File: config.mk
export PLATFORM = sky130hd
export DESIGN_NAME = comb_seq_flat
export DESIGN_NICKNAME = d
export VERILOG_FILES = /design/src/rtl/comb_seq_if.sv /design/src/rtl/comb_seq.sv /design/src/flat_wrapper.sv
export SDC_FILE = /design/constraint.sdc
export NUM_CORES = 1
export LEC_CHECK = 0
export CAP_MARGIN = 0
export CORE_ASPECT_RATIO = 0.9
export CORE_MARGIN = 3
export CORE_UTILIZATION = 40
export DETAILED_ROUTE_END_ITERATION = 6
export PLACE_DENSITY = 0.74
export SLEW_MARGIN = 5
export SYNTH_ARGS = -nofsm -noshare
export SYNTH_HDL_FRONTEND = slang
export SYNTH_SLANG_ARGS = --single-unit
export TNS_END_PERCENT = 30
File: constraint.sdc
create_clock -name clk -period 3.1 [get_ports clk]
set_clock_uncertainty 0.15 [all_clocks]
set_input_delay 0.93 -clock clk [delete_from_list [all_inputs] [get_ports clk]]
set_output_delay 0.93 -clock clk [all_outputs]
set_load 0.05 [all_outputs]
File: src/rtl/comb_seq_if.sv
// Bus bundle between the per-sample sequencer and its datapath neighbours.
//   dot_*      : dot-product results from the MAC/adder tree (valid/ready)
//   lbl_*      : label buffer read port (read data one cycle after lbl_rd_en)
//   comb_*     : drive/return of the gradient-scale combinational stage
//   upd_*      : registered result to the weight-update stage (valid/ready)
// master = sequencer side, slave = datapath/environment side.
interface comb_seq_if #(
  parameter int unsigned bitwidth      = 32,
  parameter int unsigned inputBitwidth = 16,
  parameter int unsigned ADDR_W        = 10
);
  logic                     dot_valid;
  logic                     dot_ready;
  logic [bitwidth-1:0]      dot_data;
  logic                     lbl_rd_en;
  logic [ADDR_W-1:0]        lbl_addr;
  logic [inputBitwidth-1:0] lbl_rd_data;
  logic [bitwidth-1:0]      comb_data_in;
  logic [inputBitwidth-1:0] comb_bias;
  logic                     comb_valid;
  logic [bitwidth-1:0]      comb_data_out;
  logic                     upd_valid;
  logic                     upd_ready;
  logic [bitwidth-1:0]      upd_data;

  modport master (
    input  dot_valid, dot_data, lbl_rd_data, comb_data_out, upd_ready,
    output dot_ready, lbl_rd_en, lbl_addr, comb_data_in, comb_bias, comb_valid,
           upd_valid, upd_data
  );

  modport slave (
    output dot_valid, dot_data, lbl_rd_data, comb_data_out, upd_ready,
    input  dot_ready, lbl_rd_en, lbl_addr, comb_data_in, comb_bias, comb_valid,
           upd_valid, upd_data
  );
endinterface

File: src/rtl/comb_seq.sv
// Per-sample sequencer for the gradient-scale combinational stage.
// Takes one dot-product result per sample, fetches its label, drives the
// combinational stage for one cycle, and hands the registered result to the
// weight-update stage. Counts samples and pulses done at the end of a batch.
// Ports:
//   clk, rst     : clock, synchronous active-high reset
//   start        : batch start pulse, only honoured in idle
//   num_samples  : batch length, latched on start
//   lbl_base     : label buffer base address, latched on start
//   busy, done   : status; done is a one-cycle end-of-batch pulse
//   sample_idx   : index of the sample in flight
//   bus          : dot / label / comb-stage / update-stage signals
module comb_seq #(
  parameter int unsigned bitwidth      = 32,
  parameter int unsigned inputBitwidth = 16,
  parameter int unsigned ADDR_W        = 10,
  parameter int unsigned CNT_W         = 16
) (
  input  logic              clk,
  input  logic              rst,
  input  logic              start,
  input  logic [CNT_W-1:0]  num_samples,
  input  logic [ADDR_W-1:0] lbl_base,
  output logic              busy,
  output logic              done,
  output logic [CNT_W-1:0]  sample_idx,
  comb_seq_if.master        bus
);

  typedef enum logic [2:0] {
    StIdle, StWaitDot, StLbl, StEval, StSend, StDone
  } state_e;

  state_e                   state_q;
  logic [CNT_W-1:0]         num_q;
  logic [CNT_W-1:0]         sample_idx_q;
  logic [ADDR_W-1:0]        lbl_addr_q;
  logic [bitwidth-1:0]      dot_q;
  logic [bitwidth-1:0]      comb_data_in_q;
  logic [inputBitwidth-1:0] comb_bias_q;   // doubles as the label register
  logic [bitwidth-1:0]      result_q;
  logic                     busy_q, done_q, dot_ready_q, comb_valid_q, upd_valid_q;

  logic dot_fire;
  logic last_sample;

  // dot_ready_q is high exactly while waiting for a dot result.
  assign dot_fire    = dot_ready_q & bus.dot_valid;
  assign last_sample = (sample_idx_q == num_q - CNT_W'(1));

  always_ff @(posedge clk) begin
    if (rst) begin
      state_q        <= StIdle;
      num_q          <= '0;
      sample_idx_q   <= '0;
      lbl_addr_q     <= '0;
      dot_q          <= '0;
      comb_data_in_q <= '0;
      comb_bias_q    <= '0;
      result_q       <= '0;
      busy_q         <= 1'b0;
      done_q         <= 1'b0;
      dot_ready_q    <= 1'b0;
      comb_valid_q   <= 1'b0;
      upd_valid_q    <= 1'b0;
    end else begin
      done_q <= 1'b0;
      case (state_q)
        StIdle: begin
          if (start) begin
            num_q        <= num_samples;
            lbl_addr_q   <= lbl_base;
            sample_idx_q <= '0;
            busy_q       <= 1'b1;
            if (num_samples == '0) begin
              done_q  <= 1'b1;
              state_q <= StDone;
            end else begin
              dot_ready_q <= 1'b1;
              state_q     <= StWaitDot;
            end
          end
        end
        StWaitDot: begin
          if (dot_fire) begin
            dot_q       <= bus.dot_data;
            dot_ready_q <= 1'b0;
            state_q     <= StLbl;
          end
        end
        StLbl: begin
          // Label read issued on the dot handshake lands now.
          comb_data_in_q <= dot_q;
          comb_bias_q    <= bus.lbl_rd_data;
          comb_valid_q   <= 1'b1;
          state_q        <= StEval;
        end
        StEval: begin
          result_q     <= bus.comb_data_out;
          comb_valid_q <= 1'b0;
          upd_valid_q  <= 1'b1;
          state_q      <= StSend;
        end
        StSend: begin
          if (bus.upd_ready) begin
            upd_valid_q <= 1'b0;
            if (last_sample) begin
              done_q  <= 1'b1;
              state_q <= StDone;
            end else begin
              sample_idx_q <= sample_idx_q + CNT_W'(1);
              // Tracks lbl_base + sample_idx, wrapping at 2^ADDR_W.
              lbl_addr_q   <= lbl_addr_q + ADDR_W'(1);
              dot_ready_q  <= 1'b1;
              state_q      <= StWaitDot;
            end
          end
        end
        StDone: begin
          busy_q  <= 1'b0;
          state_q <= StIdle;
        end
        default: state_q <= StIdle;
      endcase
    end
  end

  assign busy             = busy_q;
  assign done             = done_q;
  assign sample_idx       = sample_idx_q;
  assign bus.dot_ready    = dot_ready_q;
  assign bus.lbl_rd_en    = dot_fire;
  assign bus.lbl_addr     = lbl_addr_q;
  assign bus.comb_data_in = comb_data_in_q;
  assign bus.comb_bias    = comb_bias_q;
  assign bus.comb_valid   = comb_valid_q;
  assign bus.upd_valid    = upd_valid_q;
  assign bus.upd_data     = result_q;

endmodule

File: src/flat_wrapper.sv
// flat-port wrapper written by rule: the top's interface ports become plain ports
module comb_seq_flat 
#(
  parameter int unsigned bitwidth      = 32,
  parameter int unsigned inputBitwidth = 16,
  parameter int unsigned ADDR_W        = 10,
  parameter int unsigned CNT_W         = 16
)
  (clk, rst, start, num_samples, lbl_base, busy, done, sample_idx, bus_dot_valid, bus_dot_data, bus_lbl_rd_data, bus_comb_data_out, bus_upd_ready, bus_dot_ready, bus_lbl_rd_en, bus_lbl_addr, bus_comb_data_in, bus_comb_bias, bus_comb_valid, bus_upd_valid, bus_upd_data);
  comb_seq_if #(.bitwidth(bitwidth), .inputBitwidth(inputBitwidth), .ADDR_W(ADDR_W)) bus_i ();
  input  logic clk;
  input  logic rst;
  input  logic start;
  input  logic [CNT_W-1:0] num_samples;
  input  logic [ADDR_W-1:0] lbl_base;
  output logic busy;
  output logic done;
  output logic [CNT_W-1:0] sample_idx;
  input wire logic [$bits(bus_i.dot_valid)-1:0] bus_dot_valid;
  input wire logic [$bits(bus_i.dot_data)-1:0] bus_dot_data;
  input wire logic [$bits(bus_i.lbl_rd_data)-1:0] bus_lbl_rd_data;
  input wire logic [$bits(bus_i.comb_data_out)-1:0] bus_comb_data_out;
  input wire logic [$bits(bus_i.upd_ready)-1:0] bus_upd_ready;
  output wire logic [$bits(bus_i.dot_ready)-1:0] bus_dot_ready;
  output wire logic [$bits(bus_i.lbl_rd_en)-1:0] bus_lbl_rd_en;
  output wire logic [$bits(bus_i.lbl_addr)-1:0] bus_lbl_addr;
  output wire logic [$bits(bus_i.comb_data_in)-1:0] bus_comb_data_in;
  output wire logic [$bits(bus_i.comb_bias)-1:0] bus_comb_bias;
  output wire logic [$bits(bus_i.comb_valid)-1:0] bus_comb_valid;
  output wire logic [$bits(bus_i.upd_valid)-1:0] bus_upd_valid;
  output wire logic [$bits(bus_i.upd_data)-1:0] bus_upd_data;
  assign bus_i.dot_valid = bus_dot_valid;
  assign bus_i.dot_data = bus_dot_data;
  assign bus_i.lbl_rd_data = bus_lbl_rd_data;
  assign bus_i.comb_data_out = bus_comb_data_out;
  assign bus_i.upd_ready = bus_upd_ready;
  assign bus_dot_ready = bus_i.dot_ready;
  assign bus_lbl_rd_en = bus_i.lbl_rd_en;
  assign bus_lbl_addr = bus_i.lbl_addr;
  assign bus_comb_data_in = bus_i.comb_data_in;
  assign bus_comb_bias = bus_i.comb_bias;
  assign bus_comb_valid = bus_i.comb_valid;
  assign bus_upd_valid = bus_i.upd_valid;
  assign bus_upd_data = bus_i.upd_data;
  comb_seq #(.bitwidth(bitwidth), .inputBitwidth(inputBitwidth), .ADDR_W(ADDR_W), .CNT_W(CNT_W)) u_core (.clk(clk), .rst(rst), .start(start), .num_samples(num_samples), .lbl_base(lbl_base), .busy(busy), .done(done), .sample_idx(sample_idx), .bus(bus_i));
endmodule
# Word level (Yosys, flattened, before mapping)
# Index checks and enable logic that the tools add are counted.
[word_totals]
regBits = 162
in_bits = 111
latchBits = 0
mem_count = 0
romBits = 0
output_inout_bits = 112
wordCells = 72
ramBits = 0
[op_classes]
n_mux = 30
div = 0
eq_ne = 11
multipliers = 0
n_reduce_logical = 14
bitwise = 1
magnitude_cmp = 0
addsub = 3
shift = 0
[ops]
columns = ["cell", "count"]
rows = [
  ["16-bit 2-to-1 mux", 3],
  ["16-bit case mux with 2 select lines", 1],
  ["10-bit 2-to-1 mux", 3],
  ["10-bit case mux with 2 select lines", 1],
  ["16-bit by 1-bit adder with 16-bit output (second input constant)", 1],
  ["16-bit == test", 1],
  ["16-bit zero test", 1],
  ["16-bit by 1-bit subtractor with 16-bit output (second input constant)", 1],
  ["3-bit 2-to-1 mux", 5],
  ["3-bit case mux with 5 select lines", 1],
  ["1-bit 2-to-1 mux", 11],
  ["10-bit by 1-bit adder with 10-bit output (second input constant)", 1],
  ["2-bit != test (second input constant)", 5],
  ["1-bit case mux with 2 select lines", 4],
  ["2-bit AND reduction", 4],
  ["2-bit nonzero test", 4],
  ["3-bit by 2-bit == test with 1-bit output (second input constant)", 2],
  ["3-bit == test (second input constant)", 2],
  ["6-bit AND reduction", 1],
  ["4-bit AND reduction", 1],
  ["3-bit by 1-bit == test with 1-bit output (second input constant)", 1],
  ["3-bit zero test", 1],
  ["1-bit case mux with 3 select lines", 1],
  ["3-bit AND reduction", 1],
  ["other kinds (2)", 2],
]

# Longest topological paths before layout
# Gate-level depths: netlist of the first run.
[depth]
word_depth = 5
mapped_depth = 13
mapped_depth_nobuf = 10

# Worst setup path before layout of the first run
# No wires, ideal clock.
[synth_path]
path_kind = "reg-to-reg"
startpoint = "register u_core.num_q[0]"
endpoint = "register u_core.sample_idx_q[13], in the netlist u_core.sample_idx[13]"
t_arrival_ns = 2.764
n_path_buf = 2
setup_slack_ns = 0.066
path_stages_with_launch = 13
required_ns = 2.830
cell_sequence = "dfxtp_1 -> inv_1 -> ha_1 -> buf_2 -> or3b_2 -> a2111oi_0 -> a2bb2oi_1 -> nand4_1 -> a2111oi_4 -> o31a_1 -> buf_6 -> or4_4 -> mux2i_1"
[synth_between]
elab_chain_cells = 4
[synth_lines]
columns = ["element", "line_no", "text"]
rows = [
  ["start: declaration", "comb_seq.sv:35", "logic [CNT_W-1:0] num_q;"],
  ["start signal: assignment", "comb_seq.sv:71", "num_q <= num_samples;"],
  ["16-bit by 1-bit subtractor with 16-bit output", "comb_seq.sv:49", "assign last_sample = (sample_idx_q == num_q - CNT_W'(1));"],
  ["16-bit == test", "comb_seq.sv:49", ""],
  ["2-bit != test (no source line)", "--", ""],
  ["4-bit AND reduction (no source line)", "--", ""],
  ["end signal: assignment", "comb_seq.sv:111", "sample_idx_q <= sample_idx_q + CNT_W'(1);"],
  ["end: declaration", "comb_seq.sv:36", "logic [CNT_W-1:0] sample_idx_q;"],
]
# Every way passes these cells.
# A chain may end at the register's enable or synchronous reset.

# Final worst setup path of the first run
[layout_path]
startpoint = "register u_core.num_q[7]"
endpoint = "register u_core.sample_idx_q[10], in the netlist u_core.sample_idx[10]"
# The elaborated chain is that of the path after synthesis.

==> reports/results.ini, run 1 <==
[critical_path]
cp.arrival_ns = 3.20
max_stage_delay_ns = 0.57
regToRegEndpoint = u_core.sample_idx[10]
r2r_start = u_core.num_q[7]
crit_family = compound AO/OA/AOI/OAI gates
startpoint = u_core.num_q[7]
crit_slowest_cell = or4_4
endpoint = u_core.sample_idx[10]
critPathRequiredTime_ns = 3.29
worst-path-buf-inv = 2
end_kind = register
worstRegToRegCells = 10
path_depth = 10
regToRegSetupSlack_ns = 0.09
path_cells = or4_4 -> or3_4 -> a211oi_2 -> a31oi_1 -> a2111oi_4 -> buf_4 -> o31ai_2 -> buf_6 -> a21o_1 -> a21oi_1
path_max_fanout = 28
start_kind = register
crit_type = register to register

[synth]
syn_nets = 987
syn-cell-area_um2 = 6740
synth-seq-cells = 162
synth-edff-count = 0
yosysMostFrequentCell = nand2_1
synth_top_area_share_pct = 48.1
netlist_instances = 873
async_flop_share_pct = 0
yosys_warnings = 0
synth_ff_type = dfxtp_1
seq_area_frac_synth_pct = 48.1
synthTopCellsByCount = nand2_1 (295), dfxtp_1 (162), a21oi_1 (151), clkbuf_1 (51), nor2_1 (31)
synthDistinctLibCells = 58
synth_area_leaders = dfxtp_1 (48%), nand2_1 (16%), a21oi_1 (11%), clkbuf_1 (2.8%), nor2_1 (1.7%)
syn_avg_cell_area_um2 = 7.72
synth_top_area_cell = dfxtp_1

[timing]
worstMarginPinSlew_ns = 1.14
rsz0062_at_grt = false
tns_ns = 0
finalMaxSlewViolations = 0
period_needed_ns = 3.01
hold_violations = 0
max-slew-margin-rel_pct = 24.3
setup_viol = 0
max_freq_ghz = 0.332
period_share_pct = 97.3

[detailed_routing]
vias = 6650
via_per_inst = 5.08
drt-initial-drc-count = 375
wl_per_cell_um = 15.1
drc = 0
drtPass1Iterations = 5
antenna_left = 0
drt_wl_total_um = 19700

[cts]
tritoncts = done
cts-hold-fix-buffers = 0
root_buffer = clkbuf_16
htree_levels = 4
cts_buffers = 17
clkLatencyLatePin_ns = 0.41
cts_buffer_depth = 2
cts.clk_slew.worst_paths_ns = 0.07
numClockSinks = 162

[power_and_ir_drop]
p_leak_nw = 3.46
power.density_nw_per_um2 = 502
peakVddDrop_uv = 449

[final_layout]
fillers = 1489
fin_util_pct = 60.6
finalNonFillerCells = 1309
syn2layout_area_growth_pct = 47.0
num-nets-final = 1202
layout-drive-gt1-share_pct = 8.36

[placed_design]
place_inst = 1275
port_buffers = 222
gp_congestion = 0.867
dp_hpwl_um = 13700

[die]
core_area_um2 = 16400
io-pin-count = 223
die_h_um = 129
dieWidth_um = 143
start_util_pct = 41.2
design.die.area_um2 = 18400
row_count = 44

[run_status]
outcome = finished clean

[global_route]
grtUsageTotal_pct = 20.9
overflow = 0
grt_pass1_wl_um = 31100
grt_pass1_vias = 6131
antenna_found_initial = 1
grt_max_degree = 107

[worst_hold_path]
min_path_type = register to register
min_path_cells = 2

[run]
drv_cap = 0

==> metrics by stage <==
| stage | total power [mW] | area (µm²) | worst slack (ns) | hold slack [ns] |
|---|---|---|---|---|
| 6_report | 4.97 | 9910 | 0.0850 | 0.298 |
| 4_1_cts | 5.01 | 9870 | 0.0111 | 0.300 |
| 3_5_place_dp | 2.87 | 9270 | 0.00681 | 0.292 |
| 2_1_floorplan | 2.57 | 6740 | 0.0662 | 0.282 |
| 5_1_grt | 5.17 | 9910 | 0.0179 | 0.310 |
| 3_3_place_gp | 2.86 | 9270 | 0.0879 | 0.288 |
==> worst min-delay path by stage <==
stage | to | slack, ns | from
floorplan | u_core.bus.comb_data_in[0] | 0.28 | u_core.dot_q[0]
finish | u_core.bus.comb_data_in[25] | 0.30 | u_core.dot_q[25]
CTS | u_core.bus.comb_data_in[9] | 0.30 | u_core.dot_q[9]
global placement | u_core.bus.comb_data_in[22] | 0.29 | u_core.dot_q[22]
detailed placement | u_core.bus.comb_data_in[9] | 0.29 | u_core.dot_q[9]
global route | u_core.bus.comb_data_in[31] | 0.31 | u_core.dot_q[31]
==> worst register-to-register path, cell delays in order (launching register included) <==
cell,delay (ns)
dfxtp_1,0.32
or4_4,0.57
or3_4,0.41
a211oi_2,0.21
a31oi_1,0.09
a2111oi_4,0.44
buf_4,0.19
o31ai_2,0.06
buf_6,0.19
a21o_1,0.18
a21oi_1,0.14
==> cell type report <==
| type | count | area (µm²) | share of cell area, % |
|---|---|---|---|
| inverter | 11 | 41.3 | 0.417 |
| clock inverter | 13 | 150 | 1.52 |
| tap | 207 | 259 | 2.61 |
| multi-input combinational | 642 | 3250 | 32.8 |
| timing repair buffer | 254 | 2510 | 25.3 |
| antenna | 1 | 2.50 | 0.0253 |
| sequential | 162 | 3240 | 32.7 |
| clock buffer | 19 | 453 | 4.57 |
==> report_power, final <==
part	internal (mW)	switching [mW]	total, mW
clock network	1.25	0.891	2.14
logic	0.318	0.351	0.668
registers	2.13	0.0414	2.17
==> placed cells by master (no fill, tap or decap), drive strengths merged, types with 6 or more instances in the layout <==
master,synthesis,routed
a21oi,151,151
and3,6,6
buf,7,34
clkbuf,51,19
clkdlybuf4s50,0,220
dfxtp,162,162
inv,10,14
mux2i,6,6
nand2,295,295
nand3,14,14
nand4,9,9
nor2,31,31
nor3,11,11
nor4,7,7
o21ai,18,18
or2,6,6
or3,7,7
xnor2,12,12
xor2,8,8
==> cell families after synthesis <==
| logic type | synth area share (%) |
|---|---|
| buffers and inverters | 4.23 |
| XOR/XNOR | 2.60 |
| AND/OR/NAND/NOR | 25.8 |
| flip-flops | 48.1 |
| multiplexers | 0.891 |
| AO/OA/AOI/OAI | 17.8 |
| adder cells (fa/ha/maj) | 0.557 |
==> metal layers <==
layer  wire length (µm)  vias to the layer above  global-route usage [%]
met4                437                        0                    7.60
met3               1510                       28                    5.98
met5                  0                        -                       0
met1               8650                     3054                    27.6
li1                   -                     3373                       -
met2               9130                      195                    32.7
==> repair_timing <==
action                                  in CTS  in global routing
buffers inserted                             0                  1
gates cloned                                 0                  0
gates resized for setup                      1                  6
endpoints found under the setup margin       1                 20
==> state kept, by name, summed over array words and instances, names as in the netlist <==
name,cells
u_core.bus.comb_data_in,32
u_core.bus.lbl_addr,10
u_core.num_q,16
u_core.bus.dot_ready,1
u_core.bus.upd_data,32
u_core.dot_q,32
u_core.busy,1
u_core.sample_idx,16
u_core.done,1
u_core.bus.comb_bias,16
u_core.bus.upd_valid,1
u_core.bus.comb_valid,1
u_core.state_q,3
(Power assumes the default switching activity.)
==> run 2: changes to the inputs <==
--- a/config.mk
+++ b/config.mk
@@ -10,7 +10,7 @@
 export CORE_MARGIN = 3
 export CORE_UTILIZATION = 40
 export DETAILED_ROUTE_END_ITERATION = 6
-export PLACE_DENSITY = 0.74
+export DONT_BUFFER_PORTS = 1
 export SLEW_MARGIN = 5
 export SYNTH_ARGS = -nofsm -noshare
 export SYNTH_HDL_FRONTEND = slang
==> run 2 against run 1 <==
Sequential share of layout area rose by 8.5 points. Global-route usage fell by 1.3 points. Cell area fell by 21%. Worst setup slack got worse by 0.029 ns. Critical path depth did not move. Maximum frequency fell by 0.94%. Routed wire length fell by 5.4%. Die area did not move. Critical path type unchanged.
==> reports/results.ini, run 2 (synthesis gave the netlist of run 1 again) <==
[placed_design]
place_ws_ns = -0.0479  ; was 0.00681 ns
gp_congestion = 0.827  ; was 0.867
dp_hpwl_um = 13000  ; was 13700 µm
port_buffers = 0  ; was 222
placed_area_um2 = 7170  ; was 9270 µm²

[timing]
max-slew-margin-rel_pct = 28.7  ; was 24.3%
setup_viol = 0  ; unchanged
rsz0062_at_grt = true  ; was false
whs_ns = 0.302  ; was 0.298 ns
hold_violations = 0  ; unchanged
finalMaxSlewViolations = 0  ; unchanged
post-route-worst-setup-slack_ns = 0.0565  ; was 0.0850 ns
worstMarginPinSlew_ns = 1.07  ; was 1.14 ns
max_freq_ghz = 0.329  ; was 0.332 GHz
period_share_pct = 98.2  ; was 97.3%
tns_ns = 0  ; unchanged
period_needed_ns = 3.04  ; was 3.01 ns

[cts]
cts-hold-fix-buffers = 0  ; unchanged
clkLatencyLatePin_ns = 0.42  ; was 0.41 ns
cts_buffers = 17  ; unchanged
cts_buffer_depth = 2  ; unchanged
root_buffer = clkbuf_16  ; unchanged
numClockSinks = 162  ; unchanged
cts.clk_slew.worst_paths_ns = 0.07  ; about the same
htree_levels = 4  ; unchanged
tritoncts = done  ; unchanged

[die]
io-pin-count = 223  ; unchanged
core_area_um2 = 16400  ; unchanged
die_h_um = 129  ; unchanged
row_count = 44  ; unchanged
start_util_pct = 41.2  ; unchanged
dieWidth_um = 143  ; unchanged
design.die.area_um2 = 18400  ; unchanged

[detailed_routing]
drt-initial-drc-count = 394  ; was 375
drtPass1Iterations = 4  ; was 5
antenna_left = 0  ; unchanged
drc = 0  ; unchanged
drt_wl_total_um = 18700  ; was 19700 µm
via_per_inst = 5.37  ; was 5.08
vias = 5950  ; was 6650
wl_per_cell_um = 16.9  ; was 15.1 µm

[global_route]
antenna_found_initial = 0  ; was 1
grtUsageTotal_pct = 19.6  ; was 20.9%
overflow = 0  ; unchanged
grt_pass1_vias = 5541  ; was 6131
grt_pass1_wl_um = 29000  ; was 31100 µm
grt_max_degree = 146  ; was 107

[critical_path]
cp.arrival_ns = 3.21  ; was 3.20 ns
start_kind = register  ; unchanged
end_kind = register  ; unchanged
crit_type = register to register  ; unchanged
critPathRequiredTime_ns = 3.26  ; was 3.29 ns
path_max_fanout = 12  ; was 28

[final_layout]
layout_common_cells = nand2_1 (295), dfxtp_1 (162), a21oi_1 (151), buf_4 (52), nor2_1 (29)  ; was nand2_1 (295), clkdlybuf4s50_1 (220), dfxtp_1 (162), a21oi_1 (151)
diodes = 0  ; was 1
num-nets-final = 1002  ; was 1202
final_common_cell = nand2_1  ; unchanged
design_area_um2 = 7870  ; was 9910 µm²
layout-drive-gt1-share_pct = 12.1  ; was 8.36%
seqCellArea_um2 = 3240  ; unchanged
multiInputGateArea_um2 = 3250  ; about the same
fillers = 1637  ; was 1489
syn2layout_area_growth_pct = 16.7  ; was 47.0%

[power_and_ir_drop]
p_leak_nw = 2.78  ; was 3.46 nW
power.density_nw_per_um2 = 625  ; was 502 nW/µm²
peakVddDrop_uv = 363  ; was 449 µV

[run]
drv_cap = 0  ; unchanged

[worst_hold_path]
min_path_type = register to register  ; unchanged

[run_status]
outcome = finished clean  ; unchanged

## run 2: cell type report
type	count	area share, %
Timing Repair Buffer	54	5.36
Inverter	11	0.525
Multi-Input combinational cell	642	41.4
Clock inverter	15	2.83
Sequential cell	162	41.2
Clock buffer	17	5.41
Tap cell	207	3.29
## run 2: through the flow
stage	power (mW)	utilization, %	cells
2_1_floorplan	2.57	-	873
3_3_place_gp	2.66	43.8	1074
3_5_place_dp	2.66	43.8	1074
4_1_cts	4.97	47.9	1106
5_1_grt	5.11	48.1	1108
6_report	4.92	48.1	1108
## run 2: repair_timing
| item | in CTS | in global routing |
|---|---|---|
| endpoints found under the setup margin | 15 | 22 |
| resized for setup | 2 | 4 |
| buffers inserted | 0 | 2 |
| hold endpoints to repair | 0 | 0 |
| pin swaps | 0 | 1 |
## run 2: final timing paths
check,from,to,slack (ns),depth (start not counted)
max,u_core.num_q[7],u_core.sample_idx[13],0.06,10
min reg2reg,u_core.dot_q[28],u_core.bus.comb_data_in[28],0.30,2
max reg2reg,u_core.num_q[7],u_core.sample_idx[13],0.06,10
min,u_core.dot_q[28],u_core.bus.comb_data_in[28],0.30,2
## run 2: per-layer routing
metal	track usage [%]	vias up	routed length (µm)
li1	-	2970	-
met3	7.42	27	1700
met4	6.15	0	399
met1	26.0	2752	8160
met5	0	-	0
met2	29.7	201	8410
## run 2: power breakdown
part | total [mW] | internal (mW) | switching [mW]
combinational | 0.421 | 0.175 | 0.246
sequential | 2.21 | 2.13 | 0.0850
clock | 2.29 | 1.38 | 0.910
total | 4.92 | 3.68 | 1.24
## run 2: worst max-delay path: stages (launching register included)
cell	delay, ns
dfxtp_1	0.31
or4_4	0.56
nor4_4	0.30
mux2i_1	0.12
o211ai_2	0.20
a2111oi_4	0.06
buf_4	0.17
o31a_1	0.26
buf_6	0.15
or4_4	0.51
mux2i_1	0.13
==> run 3: changes to the inputs <==
--- a/config.mk
+++ b/config.mk
@@ -11,6 +11,8 @@
 export CORE_UTILIZATION = 40
 export DETAILED_ROUTE_END_ITERATION = 6
 export DONT_BUFFER_PORTS = 1
+export GPL_ROUTABILITY_DRIVEN = 0
+export GPL_TIMING_DRIVEN = 0
 export SLEW_MARGIN = 5
 export SYNTH_ARGS = -nofsm -noshare
 export SYNTH_HDL_FRONTEND = slang
==> run 3 against run 2 <==
The run now ends with setup timing left. Clock power down 12%. Clock-buffer cell count unchanged. Total power down 4.4%. Sequential share of layout area grew 0.072 points. Critical path type unchanged. Critical endpoint is now u_core.bus.lbl_addr[4].
==> reports/results.ini, run 3 (synthesis gave the netlist of run 1 again) <==
[final_layout]
layout_common_cells = nand2_1 (294), dfxtp_1 (159), a21oi_1 (142), clkbuf_1 (50), nor2_1 (30)  ; was nand2_1 (295), dfxtp_1 (162), a21oi_1 (151), buf_4 (52), nor2_1 (29)
diodes = 0  ; unchanged
num-nets-final = 1020  ; was 1002
syn2layout_area_growth_pct = 16.8  ; was 16.7%
layout-drive-gt1-share_pct = 11.5  ; was 12.1%
final_common_cell = nand2_1  ; unchanged

[critical_path]
critPathRequiredTime_ns = 3.28  ; was 3.26 ns
path_max_fanout = 5  ; was 12
crit_type = register to register  ; unchanged
end_kind = register  ; unchanged
start_kind = register  ; unchanged
cp.arrival_ns = 3.30  ; was 3.21 ns

[timing]
hold_violations = 0  ; unchanged
period_needed_ns = 3.12  ; was 3.04 ns
setup_viol = 5  ; was 0
max-slew-margin-rel_pct = 49.0  ; was 28.7%
max_freq_ghz = 0.320  ; was 0.329 GHz
finalMaxSlewViolations = 0  ; unchanged
post-route-worst-setup-slack_ns = -0.0207  ; was 0.0565 ns
period_share_pct = 101  ; was 98.2%
worstMarginPinSlew_ns = 0.763  ; was 1.07 ns
rsz0062_at_grt = true  ; unchanged

[die]
dieWidth_um = 143  ; unchanged
core_area_um2 = 16400  ; unchanged
io-pin-count = 223  ; unchanged
start_util_pct = 41.2  ; unchanged
row_count = 44  ; unchanged
design.die.area_um2 = 18400  ; unchanged
die_h_um = 129  ; unchanged

[run]
drv_cap = 0  ; unchanged

[cts]
tritoncts = done  ; unchanged
cts.clk_slew.worst_paths_ns = 0.07  ; about the same
htree_levels = 4  ; unchanged
numClockSinks = 162  ; unchanged
clkLatencyLatePin_ns = 0.43  ; was 0.42 ns
cts-hold-fix-buffers = 0  ; unchanged
cts_buffers = 17  ; unchanged
cts_buffer_depth = 2  ; unchanged
root_buffer = clkbuf_16  ; unchanged

[placed_design]
port_buffers = 0  ; unchanged
dp_hpwl_um = 14600  ; was 13000 µm
place_ws_ns = -0.508  ; was -0.0479 ns

[detailed_routing]
via_per_inst = 5.37  ; about the same
drc = 0  ; unchanged
drt_wl_total_um = 20200  ; was 18700 µm
drt-initial-drc-count = 370  ; was 394
antenna_left = 0  ; unchanged
vias = 6042  ; was 5950
wl_per_cell_um = 17.9  ; was 16.9 µm
drtPass1Iterations = 5  ; was 4

[power_and_ir_drop]
power.density_nw_per_um2 = 597  ; was 625 nW/µm²
peakVddDrop_uv = 374  ; was 363 µV
p_leak_nw = 2.65  ; was 2.78 nW
power_mw = 4.70  ; was 4.92 mW

[run_status]
violations = setup timing
outcome = finished with violations  ; was finished clean

[global_route]
grtUsageTotal_pct = 21.1  ; was 19.6%
overflow = 0  ; unchanged
grt_max_degree = 17  ; was 146
grt_pass1_vias = 5689  ; was 5541
grt_pass1_wl_um = 30800  ; was 29000 µm
antenna_found_initial = 0  ; unchanged

[worst_hold_path]
min_path_type = register to register  ; unchanged

run 3: cell count changes in the layout (fill, tap and decap cells not counted), moves of 4 or more:
cell       change
clkbuf_1      +50
buf_4         -41
a21oi_1        -9
a21oi_2        +8
buf_6          +6
o21ai_0        -6
o21ai_2        +5
bufinv_16      -4
run 3: layer usage:
metal	vias to the layer above	wire length [µm]	global-route usage, %
met5	-	0	0
met4	0	353	5.87
met3	22	1780	7.71
met2	210	9020	32.3
met1	2806	9050	28.2
li1	3004	-	-
run 3: cell type report:
class	count	area, µm²
clock inverter	15	126
multi-input combinational	642	3370
inverter	11	43.8
tap	207	259
fill	1662	8480
buffer	58	268
timing repair buffer	14	130
sequential	162	3250
clock buffer	17	425
run 3: power by group:
| group | internal (mW) | leakage, nW | switching (mW) |
|---|---|---|---|
| Sequential | 2.13 | 1.31 | 0.130 |
| Combinational | 0.180 | 1.07 | 0.256 |
| Clock | 1.05 | 0.266 | 0.960 |
| Total | 3.35 | 2.65 | 1.35 |
run 3: worst max-delay path: stages (launching register included):
cell	delay [ns]
dfxtp_4	0.36
inv_2	0.06
ha_4	0.12
buf_6	0.08
or3b_4	0.40
nor4_4	0.30
mux2i_1	0.26
o211ai_2	0.13
a2111oi_4	0.39
o31a_1	0.22
buf_6	0.15
buf_6	0.12
nor3_2	0.03
a31o_2	0.23
run 3: metrics by stage:
stage / utilization (%) / std cells / hold WS [ns] / setup TNS [ns] / area (µm²)
3_5_place_dp: 42.8 / 1080 / 0.294 / -7.52 / 7000
6_report: 48.2 / 1126 / 0.299 / -0.0507 / 7870
4_1_cts: 46.5 / 1116 / 0.302 / -0.247 / 7600
2_1_floorplan: - / 873 / 0.282 / 0 / 6740
5_1_grt: 48.2 / 1126 / 0.317 / -1.95 / 7870
3_3_place_gp: 42.8 / 1080 / 0.291 / -6.62 / 7000
run 3: final timing paths:
path | start | end | slack [ns] | cells after the start
max | u_core.num_q[0] | u_core.bus.lbl_addr[4] | -0.02 | 13
min reg2reg | u_core.dot_q[14] | u_core.bus.comb_data_in[14] | 0.30 | 2
min | u_core.dot_q[14] | u_core.bus.comb_data_in[14] | 0.30 | 2
max reg2reg | u_core.num_q[0] | u_core.bus.lbl_addr[4] | -0.02 | 13
run 3: repair_timing:
item	CTS	global route
resized for setup	6	56
setup endpoints to repair	26	29
pin swaps	3	20
buffers inserted	4	9
gates cloned	0	2
